--- src/rtl/multdiv_pkg.sv ---
// Shared types and constants for the multiply/divide issue logic.
package multdiv_pkg;

  typedef enum logic [1:0] {
    IDLE  = 2'd0,
    ISSUE = 2'd1,
    BUSY  = 2'd2,
    WB    = 2'd3
  } state_t;

  typedef enum logic {
    OP_MULT = 1'b0,
    OP_DIV  = 1'b1
  } op_t;

  localparam logic [4:0]  RSTATUS_REG = 5'd30;
  localparam logic [31:0] EXC_MULT    = 32'd1;
  localparam logic [31:0] EXC_DIV     = 32'd2;
  localparam logic [31:0] EXC_TIMEOUT = 32'd3;

  function automatic logic [31:0] exc_code(input op_t op);
    return (op == OP_DIV) ? EXC_DIV : EXC_MULT;
  endfunction

endpackage

--- src/rtl/md_timeout_counter.sv ---
// Watchdog counter: cleared at issue, counts in-flight cycles, flags the last allowed one.
module md_timeout_counter
  import multdiv_pkg::*;
#(
  parameter int unsigned TERMINAL = 64
) (
  input  logic clock,
  input  logic reset,
  input  logic clear,
  input  logic enable,
  output logic done
);

  localparam int unsigned CW = $clog2(TERMINAL + 1);

  logic [CW-1:0] count;

  // done marks the TERMINAL-th enabled cycle since clear; the count then holds.
  assign done = (count == CW'(TERMINAL - 1));

  always_ff @(posedge clock or posedge reset) begin
    if (reset) begin
      count <= '0;
    end else if (clear) begin
      count <= '0;
    end else if (enable && !done) begin
      count <= count + 1'b1;
    end
  end

endmodule

--- src/rtl/multdiv_issue.sv ---
// Issues mult/div operations to the iterative unit, stalls the pipeline while it
// runs, and produces one writeback (result, unit exception or watchdog timeout).
module multdiv_issue
  import multdiv_pkg::*;
#(
  parameter int unsigned TIMEOUT_CYCLES = 64
) (
  input  logic        clock,
  input  logic        reset,
  input  logic        inst_mult,
  input  logic        inst_div,
  input  logic [4:0]  inst_rd,
  input  logic [31:0] inst_operandA,
  input  logic [15:0] inst_operandB,
  output logic [31:0] md_operandA,
  output logic [15:0] md_operandB,
  output logic        md_ctrl_MULT,
  output logic        md_ctrl_DIV,
  input  logic [31:0] md_result,
  input  logic        md_exception,
  input  logic        md_inputRDY,
  input  logic        md_resultRDY,
  output logic        stall,
  output logic        wb_en,
  output logic [4:0]  wb_rd,
  output logic [31:0] wb_data
);

  state_t     state;
  op_t        op;
  logic [4:0] rd_q;
  logic       one_strobe;
  logic       accept;
  logic       in_flight;
  logic       timed_out;

  assign one_strobe = inst_mult ^ inst_div;
  assign accept     = (state == IDLE) && one_strobe;
  assign in_flight  = (state == ISSUE) || (state == BUSY);
  // The strobe cycle itself stalls; reset forces the output low regardless of strobes.
  assign stall      = !reset && ((state != IDLE) || one_strobe);

  md_timeout_counter #(
    .TERMINAL (TIMEOUT_CYCLES)
  ) u_timeout (
    .clock  (clock),
    .reset  (reset),
    .clear  (accept),
    .enable (in_flight),
    .done   (timed_out)
  );

  always_ff @(posedge clock or posedge reset) begin
    if (reset) begin
      state        <= IDLE;
      op           <= OP_MULT;
      rd_q         <= '0;
      md_operandA  <= '0;
      md_operandB  <= '0;
      md_ctrl_MULT <= 1'b0;
      md_ctrl_DIV  <= 1'b0;
      wb_en        <= 1'b0;
      wb_rd        <= '0;
      wb_data      <= '0;
    end else begin
      wb_en <= 1'b0;
      unique case (state)
        IDLE: begin
          if (one_strobe) begin
            md_operandA  <= inst_operandA;
            md_operandB  <= inst_operandB;
            rd_q         <= inst_rd;
            op           <= inst_div ? OP_DIV : OP_MULT;
            md_ctrl_MULT <= inst_mult;
            md_ctrl_DIV  <= inst_div;
            state        <= ISSUE;
          end
        end
        ISSUE: begin
          if (timed_out) begin
            md_ctrl_MULT <= 1'b0;
            md_ctrl_DIV  <= 1'b0;
            wb_en        <= 1'b1;
            wb_rd        <= RSTATUS_REG;
            wb_data      <= EXC_TIMEOUT;
            state        <= WB;
          end else if (md_inputRDY) begin
            state <= BUSY;
          end
        end
        BUSY: begin
          // A result arriving on the terminal cycle takes priority over the timeout.
          if (md_resultRDY) begin
            md_ctrl_MULT <= 1'b0;
            md_ctrl_DIV  <= 1'b0;
            if (md_exception) begin
              wb_en   <= 1'b1;
              wb_rd   <= RSTATUS_REG;
              wb_data <= exc_code(op);
            end else begin
              wb_en   <= (rd_q != 5'd0);
              wb_rd   <= rd_q;
              wb_data <= md_result;
            end
            state <= WB;
          end else if (timed_out) begin
            md_ctrl_MULT <= 1'b0;
            md_ctrl_DIV  <= 1'b0;
            wb_en        <= 1'b1;
            wb_rd        <= RSTATUS_REG;
            wb_data      <= EXC_TIMEOUT;
            state        <= WB;
          end
        end
        WB: begin
          state <= IDLE;
        end
      endcase
    end
  end

endmodule

--- config.mk ---
export PLATFORM = sky130hd
export DESIGN_NAME = multdiv_issue
export DESIGN_NICKNAME = d
export VERILOG_FILES = /design/src/rtl/multdiv_pkg.sv /design/src/rtl/md_timeout_counter.sv /design/src/rtl/multdiv_issue.sv
export SDC_FILE = /design/constraint.sdc
export NUM_CORES = 1
export LEC_CHECK = 0
export CAP_MARGIN = 20
export CORE_MARGIN = 2
export CORE_UTILIZATION = 43
export CTS_CLUSTER_DIAMETER = 50
export DETAILED_ROUTE_END_ITERATION = 10
export PLACE_DENSITY = 0.81
export SYNTH_ARGS = -nofsm -noshare
export SYNTH_HDL_FRONTEND = slang
export SYNTH_HIERARCHICAL = 1
export SYNTH_SLANG_ARGS = --single-unit
--- constraint.sdc ---
create_clock -name clock -period 3.7 [get_ports clock]
set_clock_uncertainty 0.15 [all_clocks]
set_input_delay 0.555 -clock clock [delete_from_list [all_inputs] [get_ports clock]]
set_output_delay 0.555 -clock clock [all_outputs]
set_load 0.01 [all_outputs]
==> run metrics <==
Min-Delay Startpoint wb_data[15]$_DFFE_PP0N_; via-per-instance ratio 5.00; fill count ~730; power share of the sequential group 0.379; Iter 0 DRT Violations 204; first-pass iteration count of the detailed router 4; number of antenna-violating nets in the routed design 0; Die Wd between 100 and 150 um; type of the worst min-delay path reg2reg; first-pass GRT wire length ~18 mm; Crit. End Element output pin; setup fix buffers added after clock tree synthesis 0; number of clock buffers inserted by TritonCTS 9; total standard cell area after synthesis between 4000 and 5000 um2; Final Wtd Congestion between 0.7 and 0.8; cells after synthesis 285; total I/O pin count about 180; Seq/Total Area, Yosys 0.591; endpoint of the most critical register-to-register path wb_data[16]$_DFFE_PP0N_; Cell variety after synth 41; # nets final 566; final worst-path setup slack just under 1 ns; total congestion overflow after global routing 0; floorplan die area 11000 um2; Setup Slack @ Placement 0.833 ns; hold path depth 1; fraction of power spent switching nets 0.315; Leakage Power ~2.9 nW; final instance count without filler cells between 600 and 700; flops & latches, synth 103; final critical-path share of the clock period 0.733; endpoints failing hold 0; clock tree from TritonCTS built; initial antenna violation count 0; Bufs on Longest Clock Path 2; port buffer count between 150 and 200; via count 3032; residual DRC count 0; Synthesized Nets approximately 380; register area between 2000 and 3000 um2; setup slack, reg-to-reg 1.28 ns; core area ~9800 um2; footprint of the multi-input gates 1620 um2; Die H ~100 um; clk slew on worst S/H paths roughly 0.090 ns; IR Drop Worst-Case VDD around 0.36 mV; pin count of the biggest net entering global routing 55; biggest fanout along the worst timing path 4; number of enable flip-flop cells after synthesis 0; synthesis warning total 6; share of total power in the clock network 0.134; power per unit of standard cell area just under 800 nW/um2; max-slew violation count 0; clock network latency to the later pin of the worst-skew pair approximately 0.37 ns; number of setup violations in the final report 0; length in cells of the worst reg-to-reg path 6; transition time of the tightest slew-check pin approximately 0.60 ns; Comb pwr share 0.487; clk sink count roughly 100; standard-cell row count 36; RSZ-0062 raised after global routing false; average routed wire per standard cell 18.1 um; number of placed instances with taps included 590; fmax ~370 MHz; dominant register cell in the synthesized netlist sky130_fd_sc_hd__dfrtp_1; global-route usage over all layers 0.206; Clock Root Buffer sky130_fd_sc_hd__clkbuf_8; fraction of layout instances using a drive strength above 1 0.175; total negative slack for setup checks 0 ns; total of hold buffers inserted after clock tree synthesis 0; starting density of the core 0.444; startpoint of the worst-slack reg-to-reg timing path state[0]$_DFFE_PP0P_; minimum clock period after layout 2.71 ns; sort of element at the start of the critical path primary input; Final HPWL DP between 8 and 9 mm; internal power of the cells between 3 and 4 mW; switching pwr around 1.6 mW; vias in the first global route around 3200; Hold Path Sink wb_data[15]$_DFFE_PP0N_; type of the worst setup path in2out; number of antenna diodes 0; Rel. slew slack 0.601; Detailed Route WL between 10 and 15 mm; area growth from synthesis to layout 47.9%; run status complete, no violations; number of max-capacitance violations reported 0; # resized after CTS 0; mean instance size in the synthesized netlist between 15 and 20 um2; required arrival time at the worst endpoint around 3 ns; Arr. time, crit path 2.01 ns; H-tree lvl count 3; Post-synth ARST share 1.00
-- metrics by stage --
step                utilization  hold WS [ns]  instance area, um2  power, mW
floorplan                     -         0.208                4360       3.28
global placement          0.638         0.336                6260       4.37
detailed placement        0.638         0.340                6260       4.47
CTS                       0.657         0.365                6450       5.18
global route              0.657         0.376                6450       5.42
finish                    0.657         0.360                6450       5.13
-- power groups by stage --
| stage | sequential, mW | combinational [mW] | clock [mW] |
|---|---|---|---|
| 3_3_place_gp | 1.94 | 2.44 | 0 |
| 6_report | 1.94 | 2.50 | 0.687 |
| 3_5_place_dp | 1.97 | 2.50 | 0 |
| 5_1_grt | 2.01 | 2.66 | 0.752 |
| 2_1_floorplan | 2.10 | 1.17 | 0 |
| 4_1_cts | 1.95 | 2.52 | 0.709 |
-- routing by layer --
| metal | up-vias | share of wire | global-route usage |
|---|---|---|---|
| li1 | 1399 | - | - |
| met1 | 1495 | 0.43 | 0.263 |
| met2 | 117 | 0.48 | 0.331 |
| met3 | 21 | 0.067 | 0.0661 |
| met4 | 0 | 0.021 | 0.0714 |
| met5 | - | 0 | 0 |
-- registers in the layout, indices dropped and copies added (netlist names), 2 cells and up --
| name | flops |
|---|---|
| wb_rd | 5 |
| u_timeout/count | 7 |
| rd_q | 5 |
| md_operandA | 32 |
| md_operandB | 16 |
| state | 2 |
| wb_data | 32 |
-- cells in the mapped netlist, drive strengths merged, types with 2 or more instances --
master	instances	area (um2)
a21oi	7	35.0
a22o	33	290
and2	2	12.5
buf	13	145
dfrtp	103	2580
ha	6	75.1
inv	9	33.8
mux2	57	826
nand2	6	22.5
nand2b	3	18.8
nand3	2	10.0
nor2	7	26.3
nor2b	4	25.0
nor3b	2	15.0
nor4	2	12.5
o21a	3	22.5
o21ai	4	20.0
o22a	5	43.8
-- layout make-up --
| class | count | area share |
|---|---|---|
| clock inverter | 4 | 0.00834 |
| multi-input combinational | 160 | 0.251 |
| timing repair buffer | 185 | 0.289 |
| tap | 133 | 0.0258 |
| inverter | 9 | 0.00562 |
| sequential | 103 | 0.399 |
| clock buffer | 12 | 0.0209 |
-- critical path: stages --
cell and delay (ns):
sky130_fd_sc_hd__clkdlybuf4s50_1 0.48, sky130_fd_sc_hd__xnor2_1 0.21, sky130_fd_sc_hd__a21oi_1 0.19, sky130_fd_sc_hd__clkdlybuf4s50_1 0.56
-- cell families after synthesis --
group,share of synthesized area
and+or+nand+nor,0.0488
buffers and inverters,0.0410
AOI/OAI and AO/OA,0.108
DFF,0.591
muxes,0.192
adders and majority gates,0.0172
xor gates and xnor gates,0.00201
-- how the worst max path moves through the flow --
stage          cells past startpoint  slack, ns                     endpoint       from
2_1_floorplan                      1       0.49      md_ctrl_DIV$_DFFE_PP0P_      reset
3_3_place_gp                       5       0.90  md_operandA[15]$_DFFE_PP0P_   inst_div
3_5_place_dp                       5       0.83   md_operandA[8]$_DFFE_PP0P_  inst_mult
4_1_cts                            4       1.00                        stall  inst_mult
5_1_grt                            4       0.86                        stall  inst_mult
6_report                           4       0.99                        stall  inst_mult
-- layout by cell type, fill, tap and decap left out, drive strengths merged, types with 2 or more instances in the layout --
cell and n:
mux2 57, clkdlybuf4s50 180, nor2 7, o21ai 4
o21a 3, inv 10, ha 6, nor2b 4
dfrtp 103, buf 5, nand2 6, a21oi 7
o22a 5, nor3b 2, nand3 2, nand2b 3
a22o 33, clkinvlp 2, nor4 2, clkbuf 12
and2 2
No activity file was read; power rests on OpenSTA's default activity.
